`config.mk`:
```
export PLATFORM = sky130hd
export DESIGN_NAME = fib_req_scheduler
export DESIGN_NICKNAME = d
export VERILOG_FILES = /design/src/rtl/fib_req_scheduler.sv
export SDC_FILE = /design/constraint.sdc
export NUM_CORES = 1
export LEC_CHECK = 0
export ABC_AREA = 1
export CAP_MARGIN = 10
export CORE_MARGIN = 4
export CORE_UTILIZATION = 52
export DETAILED_ROUTE_END_ITERATION = 16
export GPL_TIMING_DRIVEN = 0
export MAX_ROUTING_LAYER = met4
export PLACE_DENSITY = 0.88
export SLEW_MARGIN = 30
export SYNTH_ARGS = -nofsm -noshare
export SYNTH_HDL_FRONTEND = slang
export SYNTH_SLANG_ARGS = --single-unit
export TNS_END_PERCENT = 10
```
`constraint.sdc`:
```
create_clock -name clock -period 3.2 [get_ports clock]
set_input_delay 0.96 -clock clock [delete_from_list [all_inputs] [get_ports clock]]
set_output_delay 0.96 -clock clock [all_outputs]
set_load 0.05 [all_outputs]
```
`src/rtl/fib_req_scheduler.sv`:
```
// fib_req_scheduler
//   Shares one iterative Fibonacci datapath (two W-bit registers and one adder)
//   among NREQ requesters. A round-robin arbiter grants one request at a time.
//   The block iterates n times and then returns F(n), the requester ID and an
//   overflow flag over a valid/ready response channel.
//
//   Build option: define FIB_SAT_EN to saturate resp_data to all ones whenever
//   the true F(n) does not fit in W bits. Without it, resp_data is F(n) mod 2^W.
//   resp_ovf is the same in both builds.
//
// Ports
//   clock       sole clock, rising edge
//   reset       asynchronous, active-high; clears all state
//   req_valid   [NREQ]     per-requester request valid
//   req_n       [NREQ*NW]  packed indices, requester i at [i*NW +: NW]
//   req_ready   [NREQ]     one-hot grant, only driven in IDLE
//   resp_valid  result available, held until resp_ready
//   resp_ready  consumer accepts the result
//   resp_id     [IDW]      requester the result belongs to
//   resp_data   [W]        F(n) (mod 2^W, or saturated with FIB_SAT_EN)
//   resp_ovf    true F(n) exceeded 2^W-1
//   busy        high in every state except IDLE
module fib_req_scheduler #(
    parameter int NREQ = 4,
    parameter int IDW  = 2,
    parameter int NW   = 8,
    parameter int W    = 20
) (
    input  logic              clock,
    input  logic              reset,
    input  logic [NREQ-1:0]   req_valid,
    input  logic [NREQ*NW-1:0] req_n,
    output logic [NREQ-1:0]   req_ready,
    output logic              resp_valid,
    input  logic              resp_ready,
    output logic [IDW-1:0]    resp_id,
    output logic [W-1:0]      resp_data,
    output logic              resp_ovf,
    output logic              busy
);

`ifdef FIB_SAT_EN
    localparam bit SAT_EN = 1'b1;
`else
    localparam bit SAT_EN = 1'b0;
`endif

    typedef enum logic [1:0] {
        IDLE = 2'd0,
        RUN  = 2'd1,
        DONE = 2'd2
    } state_t;

    state_t          state;
    state_t          state_nx;
    logic [IDW-1:0]  rr_ptr;
    logic [IDW-1:0]  cur_id;
    logic [NW-1:0]   cnt;
    logic [W-1:0]    a;
    logic [W-1:0]    b;
    logic            ovf_a;
    logic            ovf_b;
    logic [W:0]      sum;

    logic [NREQ-1:0] gnt;
    logic            gnt_any;
    logic [IDW-1:0]  gnt_id;
    logic [IDW-1:0]  rr_nx;
    logic [NW-1:0]   gnt_n;

    function automatic logic [W-1:0] sat_result(input logic [W-1:0] v, input logic ovf);
        if (SAT_EN && ovf)
            return {W{1'b1}};
        return v;
    endfunction

    // Round-robin search: priority k=0 is the requester at rr_ptr, then upward
    // modulo NREQ. The inner loop keeps every bit select on a constant index.
    always_comb begin
        gnt     = '0;
        gnt_any = 1'b0;
        gnt_id  = '0;
        rr_nx   = '0;
        gnt_n   = '0;
        if (state == IDLE) begin
            for (int k = 0; k < NREQ; k++) begin
                for (int i = 0; i < NREQ; i++) begin
                    if (!gnt_any && req_valid[i] && (i == (int'(rr_ptr) + k) % NREQ)) begin
                        gnt_any = 1'b1;
                        gnt[i]  = 1'b1;
                        gnt_id  = IDW'(i);
                        rr_nx   = IDW'((i + 1) % NREQ);
                        gnt_n   = req_n[i*NW +: NW];
                    end
                end
            end
        end
    end

    assign req_ready = gnt;
    assign busy      = (state != IDLE);

    // Carry-out of the shared adder feeds the overflow tracking of b.
    assign sum = {1'b0, a} + {1'b0, b};

    always_comb begin
        state_nx = state;
        case (state)
            IDLE:    if (gnt_any)      state_nx = RUN;
            RUN:     if (cnt == '0)    state_nx = DONE;
            DONE:    if (resp_ready)   state_nx = IDLE;
            default:                   state_nx = IDLE;
        endcase
    end

    always_ff @(posedge clock or posedge reset) begin
        if (reset)
            state <= IDLE;
        else
            state <= state_nx;
    end

    always_ff @(posedge clock or posedge reset) begin
        if (reset) begin
            rr_ptr     <= '0;
            cur_id     <= '0;
            cnt        <= '0;
            a          <= '0;
            b          <= '0;
            ovf_a      <= 1'b0;
            ovf_b      <= 1'b0;
            resp_valid <= 1'b0;
            resp_id    <= '0;
            resp_data  <= '0;
            resp_ovf   <= 1'b0;
        end else begin
            case (state)
                IDLE: begin
                    if (gnt_any) begin
                        cur_id <= gnt_id;
                        cnt    <= gnt_n;
                        a      <= '0;
                        b      <= W'(1);
                        ovf_a  <= 1'b0;
                        ovf_b  <= 1'b0;
                        rr_ptr <= rr_nx;
                    end
                end
                RUN: begin
                    if (cnt != '0) begin
                        a     <= b;
                        b     <= sum[W-1:0];
                        // b can overflow while a is still exact, so each
                        // register carries its own flag and the result uses a.
                        ovf_a <= ovf_b;
                        ovf_b <= ovf_b | sum[W] | ovf_a;
                        cnt   <= cnt - NW'(1);
                    end else begin
                        resp_data  <= sat_result(a, ovf_a);
                        resp_ovf   <= ovf_a;
                        resp_id    <= cur_id;
                        resp_valid <= 1'b1;
                    end
                end
                DONE: begin
                    if (resp_ready)
                        resp_valid <= 1'b0;
                end
                default: ;
            endcase
        end
    end

endmodule

```
# Word-level counts from Yosys, hierarchy flattened
# Index checks and enable logic that the tools add are counted.
totals:
  register_bits: 80
  in_bits: 39
  out_inout_bits: 29
  word_cells: 222
classes:
  addsub: 5
  n_eq_ne: 19
  n_mux: 116
  bitwise_logic: 6
  n_reduce_logical: 64
op_table:
  columns: ["op", "count"]
  rows:
  - ["$mux 8", 18]
  - ["$logic_not 32->1", 4]
  - ["$mux 20", 4]
  - ["$pmux 20 s2", 2]
  - ["$mux 2", 32]
  - ["$mux 1", 54]
  - ["$logic_and 1x1->1", 31]
  - ["$add 20x20->21", 1]
  - ["$eq 3x3->1 const A", 6]
  - ["$pmux 8 s2", 1]
  - ["$logic_not 1->1", 15]
  - ["$ne 2x2->1 const B", 5]
  - ["$eq 2x3->1 const A", 3]
  - ["$reduce_and 3->1", 3]
  - ["$logic_not 8->1", 1]
  - ["$reduce_bool 8->1", 1]
  - ["$sub 8x1->8 const B", 1]
  - ["$pmux 1 s2", 3]
  - ["$pmux 2 s3", 1]
  - ["$reduce_bool 2->1", 3]
  - ["$reduce_or 2->1", 3]
  - ["$add 2x2->2 const B", 2]
  - ["$eq 2x2->1 const A", 2]
  - ["$mux 4", 1]
  - ["9 further kinds", 13]

# Longest topological paths before layout
# Gate-level depths: netlist (run 1).
depth:
  word_depth: 81
  ltp_mapped: 20

# Least setup slack after synthesis (run 1)
# OpenSTA, ideal clock, no wires.
synth_timing:
  path_kind: "input -> output"
  from: "input req_valid[1]"
  to: "output req_ready[3]"
  arrival_time_ns: 2.982
  required_ns: 2.240
  setup_slack_ns: -0.742
  path_stages: 9
  n_path_buf: 0
  cell_sequence: "nand3_1 nand4_2 nor2_2 nand4_2 nor2_4 nand3_1 nor2_1 inv_1 a31oi_1"
synth_via:
  elab_chain_len: 74
synth_rtl:
  columns: ["element", "line", "rtl"]
  rows:
  - ["from (decl)", "31", "input logic [NREQ-1:0] req_valid,"]
  - ["$logic_and 1x1->1 (2 in a row)", "88", "if (!gnt_any && req_valid[i] && (i == (int'(rr_ptr) + k) % NREQ)) begin"]
  - ["$mux 1", "88", null]
  - ["$mux 1", "85", "if (state == IDLE) begin"]
  - ["$logic_not 1->1", "88", null]
  - ["$logic_and 1x1->1 (2 in a row)", "88", null]
  - ["$mux 1", "88", null]
  - ["$mux 1", "85", null]
  - ["$logic_not 1->1", "88", null]
  - ["[54 not listed]", null, null]
  - ["$logic_not 1->1", "88", null]
  - ["$logic_and 1x1->1 (2 in a row)", "88", null]
  - ["$mux 1", "88", null]
  - ["$mux 1", "85", null]
  - ["$logic_not 1->1", "88", null]
  - ["$logic_and 1x1->1 (2 in a row)", "88", null]
  - ["$mux 1 *", "88", null]
  - ["$mux 4 *", "85", null]
  - ["to (decl)", "33", "output logic [NREQ-1:0] req_ready,"]
# Every way passes the cells marked *; elsewhere a longest branch is shown, timed or not. The select of a mux whose other input is x is not followed.

# Worst setup path in the final report (run 1)
# Ends and elaborated chain as after synthesis.

==> results of run 1 <==
[cells by family (layout without fill, tap and decap cells)]
family	Yosys count	after routing
and+or+nand+nor	404	404
AOI/OAI and AO/OA	162	162
buffers and inverters	149	256
DFF	80	80
adders and majority gates	23	23
xor gates and xnor gates	3	3
[layout by cell type (no fill, tap or decap), types with 22 or more instances in the layout]
master and instances:
inv_1 122, a21oi_1 44, o22ai_2 23, ha_1 22, o21ai_0 61, nor2_1 125, dfrtp_1 79, clkdlybuf4s50_1 59
nand3_1 44, nand2_1 183, buf_4 25
[flip-flops by register name, indices dropped and copies added (netlist names)]
signal / cells
a: 20
b: 20
cnt: 8
cur_id: 2
ovf_a: 1
ovf_b: 1
resp_data: 20
resp_id: 2
resp_ovf: 1
resp_valid: 1
rr_ptr: 2
state: 2
[critical path: stages]
cell and delay, ns:
buf_8 0.10, inv_2 0.12, nor2_1 0.11, inv_2 0.13
nand4_4 0.12, nor2_4 0.18, nand4_4 0.12, nor2_4 0.17
nand4_1 0.23, a31oi_4 0.22, buf_6 0.18
[where the power goes]
| group | switching [mW] | total, mW | leakage (nW) | internal, mW |
|---|---|---|---|---|
| clock | 0.383 | 0.847 | 0.114 | 0.465 |
| combinational | 3.44 | 5.49 | 2.48 | 2.05 |
| sequential | 0.309 | 1.83 | 0.978 | 1.52 |
[final cells by class]
type	instances	area, um^2	area share, %
buffer	17	103	1.41
clock inverter	5	86.3	1.19
tap	140	175	2.41
clock buffer	10	138	1.89
inverter	131	507	6.97
multi-input combinational	592	3340	45.9
sequential	80	2000	27.5
timing repair buffer	93	920	12.6
[final timing paths]
check | endpoint | slack (ns) | depth (start not counted)
worst min-delay path | resp_data[13]$_DFFE_PP0P_ | 0.49 | 2
max in group asynchronous | a[5]$_DFFE_PP0P_ | 1.66 | 3
worst min register to register | resp_data[13]$_DFFE_PP0P_ | 0.49 | 2
min in group asynchronous | resp_data[12]$_DFFE_PP0P_ | 0.97 | 2
worst max register to register | b[16]$_DFFE_PP0P_ | 0.24 | 11
worst max-delay path | req_ready[3] | -0.41 | 11
[Yosys cell counts, types with 4 or more instances]
cell type	instances	area [um^2]
a21oi_1	45	225
or2_2	5	31.3
nand4_2	4	50.1
dfrtp_1	80	2000
nand2_1	185	694
nand3_1	47	235
o211ai_1	10	75.1
o21ai_2	6	52.6
o22ai_2	23	288
buf_6	4	45.0
o21ai_0	61	305
nor2_1	132	495
nor3_1	5	25.0
nand4_1	17	106
clkbuf_1	11	41.3
inv_1	126	473
ha_1	22	275
[layer usage]
layer  wire, um  up-vias  GRT usage [%]  share of wire, %
li1           -     2903              -                 -
met1       7010     2778           34.9                42
met2       7730      352           43.4                46
met3       1500       85           5.51               8.9
met4        651        0           10.6               3.9
met5          0        -              -                 0
[per-stage QoR]
step                      power, mW  setup WS [ns]  setup TNS, ns  hold slack (ns)  std cells
after floorplan                5.63         -0.237         -0.817            0.449        821
after global placement         6.69          -2.00        -105.13            0.463       1028
after detailed placement       6.83          -1.95         -27.38            0.472       1029
after CTS                      8.01         -0.368          -1.26            0.491       1064
after global routing           8.85         -0.461          -1.71            0.508       1068
final                          8.17         -0.414          -1.47            0.489       1068
[repair_timing]
item                                    4_1_cts  5_1_grt
setup buffers                                21        4
endpoints found under the setup margin       31        5
pin swaps                                    20       13
gates resized for setup                      91        2
hold buffers                                  0        0
==> results.json, run 1 <==
{
  "clockBufferDepth": 2,
  "syn_nets": 883,
  "antenna_found_initial": 0,
  "stdcell_area_mm2": 0.00727,
  "synthAdderAreaFrac_pct": 5.17,
  "nets": 986,
  "fin_crit_ns": 3.61,
  "synth_compound_area_share_pct": 18.8,
  "io_pins": 68,
  "drive_gt1_share_pct": 13.8,
  "violations": "setup timing",
  "r2r_start": "a[0]$_DFFE_PP0P_",
  "cp_max_fo": 5,
  "synth_enable_flop_cells": 0,
  "synth_mux_area_share_pct": 0,
  "crit_path_start_kind": "input port",
  "max_cap_violations": 0,
  "holdCritPathClass": "reg2reg",
  "startpoint": "req_valid[1]",
  "utilization_pct": 67.4,
  "grt_first_pass_wirelength_mm": 27.8,
  "yosysUniqueCellTypes": 39,
  "syn-cell-area_mm2": 0.00572,
  "dpl-instance-area_mm2": 0.00668,
  "ir_drop_v": 0.000659,
  "dieArea_mm2": 0.0127,
  "start_util_pct": 53.0,
  "syn_inst": 821,
  "yosysSeqAreaShare_pct": 35.0,
  "cts_made_buffers": 9,
  "cts.reportedPaths.clkPinSlew_ns": 0.08,
  "min-delay-start": "resp_data[13]$_DFFE_PP0P_",
  "synthArstFlopShare_pct": 100,
  "fin_skew_ns": 0.0153,
  "setup_ws_ns": -0.414,
  "required_ns": 2.24,
  "synth_top_family_by_area": "simple AND/OR/NAND/NOR gates",
  "fillers": 838,
  "end_kind": "output port",
  "vias_per_cell": 5.73,
  "hold_viol_final": 0,
  "critPathKind": "in2out",
  "syn_to_final_growth_pct": 27.3,
  "drc": 0,
  "grt_max_degree": 47,
  "first_pass_iters": 6,
  "arrival_ns": 2.65,
  "grt_pass1_vias": 5817,
  "status": "finished with violations",
  "drt-initial-drc-count": 615,
  "synthXorXnorAreaFrac_pct": 0.460,
  "cts_max_level": 3,
  "final.period_utilization_pct": 113,
  "power_density_mw_per_mm2": 1120,
  "wl_mm": 16.9,
  "slew_headroom_pct": 46.7,
  "vias": 6118,
  "die_w_um": 113,
  "grt_usage_pct": 27.4,
  "tightest_slew_ns": 0.797,
  "cts_tree": "built",
  "place.gp.congestion": 0.959,
  "setup_violations": 4,
  "core_area_mm2": 0.0108,
  "yosys_warnings": 0,
  "finalMaxSlewViolations": 0,
  "cts_sinks": 80,
  "yosys.area_share.simple_pct": 30.1,
  "dpl.hpwl_mm": 11.6,
  "die_height_um": 113,
  "grt-ovfl-total": 0,
  "rsz0062_at_grt": "true",
  "detail-route-antenna-nets": 0,
  "fmax_ghz": 0.277,
  "port_buffers": 67,
  "post_drt_wl_per_cell_um": 15.8,
  "power.leakage_nw": 3.58,
  "clock_latency_ns": 0.36,
  "ys_ff_latch": 80,
  "root_buffer": "clkbuf_8",
  "fp-row-count": 38,
  "avgSynthCellArea_um2": 6.96,
  "synthFlopType": "dfrtp_1",
  "num_antenna_cells": 0
}
Note: power is estimated with default switching activity, not from simulation.
==> run 2: changes to the inputs <==
--- a/config.mk
+++ b/config.mk
@@ -8,11 +8,12 @@
 export ABC_AREA = 1
 export CAP_MARGIN = 10
 export CORE_MARGIN = 4
-export CORE_UTILIZATION = 52
+export CORE_UTILIZATION = 36
+export CTS_CLUSTER_DIAMETER = 30
 export DETAILED_ROUTE_END_ITERATION = 16
 export GPL_TIMING_DRIVEN = 0
 export MAX_ROUTING_LAYER = met4
-export PLACE_DENSITY = 0.88
+export PLACE_DENSITY = 0.57
 export SLEW_MARGIN = 30
 export SYNTH_ARGS = -nofsm -noshare
 export SYNTH_HDL_FRONTEND = slang
==> run 2 against run 1 <==
The run still ends with setup timing left. Setup slack got worse by 0.054 ns. Power grew 0.93%. Sequential power about the same. Hold slack got worse by 0.011 ns. Largest power group unchanged. Highest routed layer unchanged.
==> results.json, run 2 (same netlist as run 1, synthesis figures left out) <==
{
  "end_kind": "output port",
  "grt_usage_pct": 20.5,
  "final_common_cell": "nand2_1",
  "rsz0062_at_grt": "true",
  "setup_ws_ns": -0.468,
  "grt_first_pass_wirelength_mm": 28.5,
  "reg2reg_slack_ns": 0.27,
  "clock_latency_ns": 0.34,
  "cp_cell_sequence": "buf_12 -> nand3_4 -> buf_4 -> nand2_1 -> nor2_2 -> nand4_1 -> nor2_1 -> nand4_1 -> nor2_2 -> nand4_4 -> a41oi_4 -> buf_6",
  "dpl.hpwl_mm": 12.3,
  "dp_cells": 1100,
  "vias_per_cell": 5.05,
  "cp_max_fo": 5,
  "final.period_utilization_pct": 115,
  "finalMaxSlewViolations": 0,
  "crit_path_top_delay_cell": "a41oi_4",
  "port_buffers": 67,
  "grt_max_degree": 43,
  "drive_gt1_share_pct": 14.5,
  "die_height_um": 134,
  "ir_drop_v": 0.000347,
  "io_pins": 68,
  "tightest_slew_ns": 0.902,
  "required_ns": 2.24,
  "antenna_found_initial": 0,
  "grt-ovfl-total": 0,
  "r2r_cells": 11,
  "final_cell_mix": "nand2_1 (183), nor2_1 (125), inv_1 (123)",
  "stdcell_count": 1148,
  "drc": 0,
  "die_w_um": 134,
  "stdcell_area_mm2": 0.00747,
  "fin_crit_ns": 3.67,
  "power.leakage_nw": 3.64,
  "cts_tree": "built",
  "first_pass_iters": 5,
  "critPathKind": "in2out",
  "cts_made_buffers": 9,
  "violations": "setup timing",
  "nets": 994,
  "dpl-instance-area_mm2": 0.00677,
  "hold_depth": 2,
  "place.gp.congestion": 0.895,
  "cts_sinks": 80,
  "dieArea_mm2": 0.0180,
  "reg_top3": "a x20, b x20, resp_data x20",
  "syn_to_final_growth_pct": 30.8,
  "root_buffer": "clkbuf_16",
  "vias": 5803,
  "crit_family": "simple AND/OR/NAND/NOR gates",
  "critical_path_buf_inv_count": 3,
  "post_drt_wl_per_cell_um": 15.2,
  "setup_violations": 4,
  "holdCritPathClass": "reg2reg",
  "start_util_pct": 37.2,
  "cp.depth": 12,
  "drt-initial-drc-count": 418,
  "power_density_mw_per_mm2": 1100,
  "crit_path_start_kind": "input port",
  "utilization_pct": 48.6,
  "hold_viol_final": 0,
  "arrival_ns": 2.71,
  "status": "finished with violations",
  "cts.reportedPaths.clkPinSlew_ns": 0.06,
  "cp_slowest_stage_delay_ns": 0.24,
  "wl_mm": 17.5,
  "clockBufferDepth": 2,
  "fmax_ghz": 0.273,
  "core_area_mm2": 0.0154,
  "grt_pass1_vias": 5470,
  "fp-row-count": 45,
  "fin_skew_ns": 0.00981,
  "cts_max_level": 3,
  "num_antenna_cells": 0,
  "max_cap_violations": 0,
  "slew_headroom_pct": 39.9,
  "finalPower_mw": 8.24,
  "detail-route-antenna-nets": 0,
  "cts_hold_buf": 0
}
==> run 2: cell count changes in the layout (fill, tap and decap cells not counted), sizes merged <==
cell and delta:
bufinv -2, inv -2, buf +8, clkinv +4, clkbuf +1
==> run 2: layout make-up <==
type,instances,area [um^2]
Sequential cell,80,2000
Buffer,17,103
Multi-Input combinational cell,592,3330
Clock buffer,11,253
Timing Repair Buffer,101,988
Clock inverter,5,28.8
Inverter,131,502
Fill cell,1558,7900
Tap cell,211,264
==> run 2: report_power, final <==
group	internal, mW	switching, mW
registers	1.52	0.291
logic	2.08	3.38
clock network	0.565	0.412
==> run 2: repair_timing <==
action                                  in CTS  in global routing
gates resized for setup                     87                  4
buffers inserted                            23                 10
pin swaps                                   17                  8
endpoints found under the setup margin      59                 16
==> run 2: worst min-delay path: cells and delay by family (launching register included) <==
kind	cells	cell delay (ns)
simple gates	1	0.05
flops	1	0.34
compound gates	1	0.05
==> run 2: layer usage <==
| metal | GRT usage (%) | vias up | wire length, um |
|---|---|---|---|
| li1 | - | 2902 | - |
| met1 | 28.7 | 2651 | 8370 |
| met2 | 30.7 | 217 | 7640 |
| met3 | 2.63 | 33 | 1050 |
| met4 | 7.37 | 0 | 406 |
| met5 | - | - | 0 |
==> run 2: worst paths after layout <==
path                                            from                        end
setup / recovery                        req_valid[2]               req_ready[1]
hold / removal             resp_data[14]$_DFFE_PP0P_  resp_data[14]$_DFFE_PP0P_
setup reg to reg                    a[0]$_DFFE_PP0P_          b[16]$_DFFE_PP0P_
hold reg to reg            resp_data[14]$_DFFE_PP0P_  resp_data[14]$_DFFE_PP0P_
max in group asynchronous                      reset         cnt[5]$_DFFE_PP0P_
min in group asynchronous                      reset  resp_data[12]$_DFFE_PP0P_
==> run 2: through the flow <==
stage | worst slack (ns) | setup TNS [ns] | hold WS [ns]
after floorplan | -0.237 | -0.817 | 0.449
after global placement | -2.07 | -128.30 | 0.462
after detailed placement | -2.06 | -31.86 | 0.471
after CTS | -0.410 | -1.13 | 0.484
after global routing | -0.684 | -2.11 | 0.510
final | -0.468 | -1.69 | 0.478
==> run 3: changes to the inputs <==
--- a/config.mk
+++ b/config.mk
@@ -5,13 +5,12 @@
 export SDC_FILE = /design/constraint.sdc
 export NUM_CORES = 1
 export LEC_CHECK = 0
-export ABC_AREA = 1
 export CAP_MARGIN = 10
-export CORE_MARGIN = 4
 export CORE_UTILIZATION = 36
 export CTS_CLUSTER_DIAMETER = 30
 export DETAILED_ROUTE_END_ITERATION = 16
 export GPL_TIMING_DRIVEN = 0
+export HOLD_SLACK_MARGIN = 0.03
 export MAX_ROUTING_LAYER = met4
 export PLACE_DENSITY = 0.57
 export SLEW_MARGIN = 30
==> run 3 against run 2 <==
Clock power up 16%. The flow now finishes without violations. Maximum frequency is 15% higher. Setup slack gained 0.48 ns.
==> results.json, run 3 <==
{
  "status": "complete, no violations",
  "synthArstFlopShare_pct": 100,
  "cp_slowest_stage_delay_ns": 0.33,
  "end_kind": "output port",
  "cts_sinks": 80,
  "clock_latency_ns": 0.35,
  "dp_slack_ns": -1.34,
  "first_pass_iters": 6,
  "slew_headroom_pct": 53.6,
  "synth.most_common_cell": "dfrtp_1",
  "setup_ws_ns": 0.00893,
  "grt-ovfl-total": 0,
  "critPathKind": "in2out",
  "rsz0062_at_grt": "true",
  "regArea_mm2": 0.00200,
  "final_cell_mix": "dfrtp_1 (80), clkdlybuf4s50_1 (59), nand2_1 (54)",
  "root_buffer": "clkbuf_16",
  "post_drt_wl_per_cell_um": 19.1,
  "drt-initial-drc-count": 319,
  "crit_path_top_delay_cell": "or2_2",
  "io_pins": 68,
  "tightest_slew_ns": 0.691,
  "fillers": 1310,
  "drive_gt1_share_pct": 15.2,
  "dpl.hpwl_mm": 11.6,
  "fin_crit_ns": 3.19,
  "detail-route-antenna-nets": 0,
  "power.leakage_nw": 2.80,
  "syn_to_final_growth_pct": 24.2,
  "grt_max_degree": 51,
  "start_util_pct": 37.4,
  "grt_usage_pct": 22.8,
  "holdWs_ns": 0.487,
  "cts_tree": "built",
  "multi_input_area_mm2": 0.00304,
  "yosysUniqueCellTypes": 76,
  "dieArea_mm2": 0.0151,
  "cts_made_buffers": 9,
  "final_common_cell": "dfrtp_1",
  "core_area_mm2": 0.0140,
  "netlist.area_leader.share_pct": 38.1,
  "final.period_utilization_pct": 99.7,
  "syn_inst": 557,
  "yosys-top-cells-count": "dfrtp_1 (80), nand2_1 (54), o21ai_0 (43)",
  "num_antenna_cells": 0,
  "vias_per_cell": 5.91,
  "setup_violations": 0,
  "fp-row-count": 43,
  "cts_max_level": 3,
  "clockBufferDepth": 2,
  "syn_nets": 619,
  "grt_pass1_vias": 4688,
  "max_cap_violations": 0,
  "yosysSeqAreaShare_pct": 38.1,
  "hold_viol_final": 0,
  "finalMaxSlewViolations": 0,
  "reg_top3": "a x20, b x20, resp_data x20",
  "fin_skew_ns": 0.00786,
  "fmax_ghz": 0.313,
  "nets": 696,
  "syn-cell-area_mm2": 0.00525,
  "crit_path_start_kind": "input port",
  "die_w_um": 123,
  "ys_ff_latch": 80,
  "port_buffers": 67,
  "yosys_warnings": 0,
  "synth.area.top_cells": "dfrtp_1 (38%), ha_1 (5.2%), mux2_2 (4.3%)",
  "synth_enable_flop_cells": 0,
  "wl_mm": 15.7,
  "place.gp.congestion": 0.932,
  "ir_drop_v": 0.000471,
  "antenna_found_initial": 0,
  "grt_first_pass_wirelength_mm": 25.2,
  "cts.reportedPaths.clkPinSlew_ns": 0.06,
  "holdCritPathClass": "reg2reg",
  "vias": 4838,
  "finalPower_mw": 7.48,
  "required_ns": 2.24,
  "arrival_ns": 2.23,
  "cp_cell_sequence": "dlygate4sd2_1 -> or2_2 -> o21a_1 -> o21ai_2 -> and3_1 -> buf_6",
  "yosysTopAreaCell": "dfrtp_1",
  "die_height_um": 123,
  "drc": 0,
  "cp_max_fo": 8,
  "avgSynthCellArea_um2": 9.42,
  "synthFlopType": "dfrtp_1",
  "power_density_mw_per_mm2": 1150
}
[run 3: cell types whose count changed after synthesis, moves of 20 or more]
cell / change
inv_1: -108
a22o_1: +24
nor2_1: -102
a21oi_1: -20
nand2_1: -131
o22ai_2: -22
mux2_2: +20
nand3_1: -31
[run 3: repair_timing]
item | CTS | global route
setup buffers | 1 | 1
hold buffers | 0 | 0
endpoints found under the setup margin | 4 | 5
pin swaps | 1 | 1
gates cloned | 0 | 0
gates resized for setup | 42 | 7
[run 3: cells by family after synthesis]
kind of cell	share of synthesized area [%]
AOI/OAI and AO/OA	26.4
xor gates and xnor gates	1.84
adders and majority gates	5.63
buffers and inverters	4.53
DFF	38.1
muxes	5.72
and+or+nand+nor	17.8
[run 3: through the flow]
| stage | instances | cell area (um^2) | utilization (%) | TNS [ns] |
|---|---|---|---|---|
| 2_1_floorplan | 557 | 5250 | - | 0 |
| 3_3_place_gp | 804 | 6150 | 43.8 | -101.28 |
| 3_5_place_dp | 805 | 6180 | 44.0 | -4.10 |
| 4_1_cts | 818 | 6510 | 46.4 | 0 |
| 5_1_grt | 819 | 6520 | 46.4 | -0.110 |
| 6_report | 819 | 6520 | 46.4 | 0 |
[run 3: path summary, 6_finish.rpt]
| path | start | endpoint | slack [ns] | cells after the start |
|---|---|---|---|---|
| max | req_valid[3] | req_ready[2] | 0.009 | 6 |
| min | resp_data[10]$_DFFE_PP0P_ | resp_data[10]$_DFFE_PP0P_ | 0.49 | 1 |
| max reg2reg | a[0]$_DFFE_PP0P_ | b[16]$_DFFE_PP0P_ | 0.56 | 8 |
| min reg2reg | resp_data[10]$_DFFE_PP0P_ | resp_data[10]$_DFFE_PP0P_ | 0.49 | 1 |
| max in group asynchronous | reset | resp_valid$_DFFE_PP0P_ | 1.69 | 3 |
| min in group asynchronous | reset | a[11]$_DFFE_PP0P_ | 0.95 | 2 |
[run 3: worst max-delay path, delay by kind of cell]
| family | cells | cell delay, ns |
|---|---|---|
| buf+inv | 2 | 0.47 |
| simple gates | 2 | 0.52 |
| compound gates | 2 | 0.27 |
[run 3: power by group]
part	switching [mW]	total [mW]	internal [mW]
sequential	0.358	1.88	1.52
clock	0.425	1.13	0.703
combinational	2.55	4.47	1.91
[run 3: final cells by class]
type / count / share of cell area, %
multi-input combinational: 427 / 46.6
sequential: 80 / 30.7
timing repair buffer: 70 / 10.7
clock buffer: 11 / 3.72
tap: 180 / 3.45
buffer: 26 / 2.46
clock inverter: 5 / 1.23
inverter: 20 / 1.23
[run 3: metal layers]
| metal | vias up | global-route usage [%] | wire, um |
|---|---|---|---|
| met5 | - | - | 0 |
| met4 | 0 | 8.00 | 304 |
| met3 | 26 | 4.88 | 985 |
| met2 | 180 | 32.7 | 6910 |
| met1 | 2376 | 31.3 | 7480 |
| li1 | 2256 | - | - |
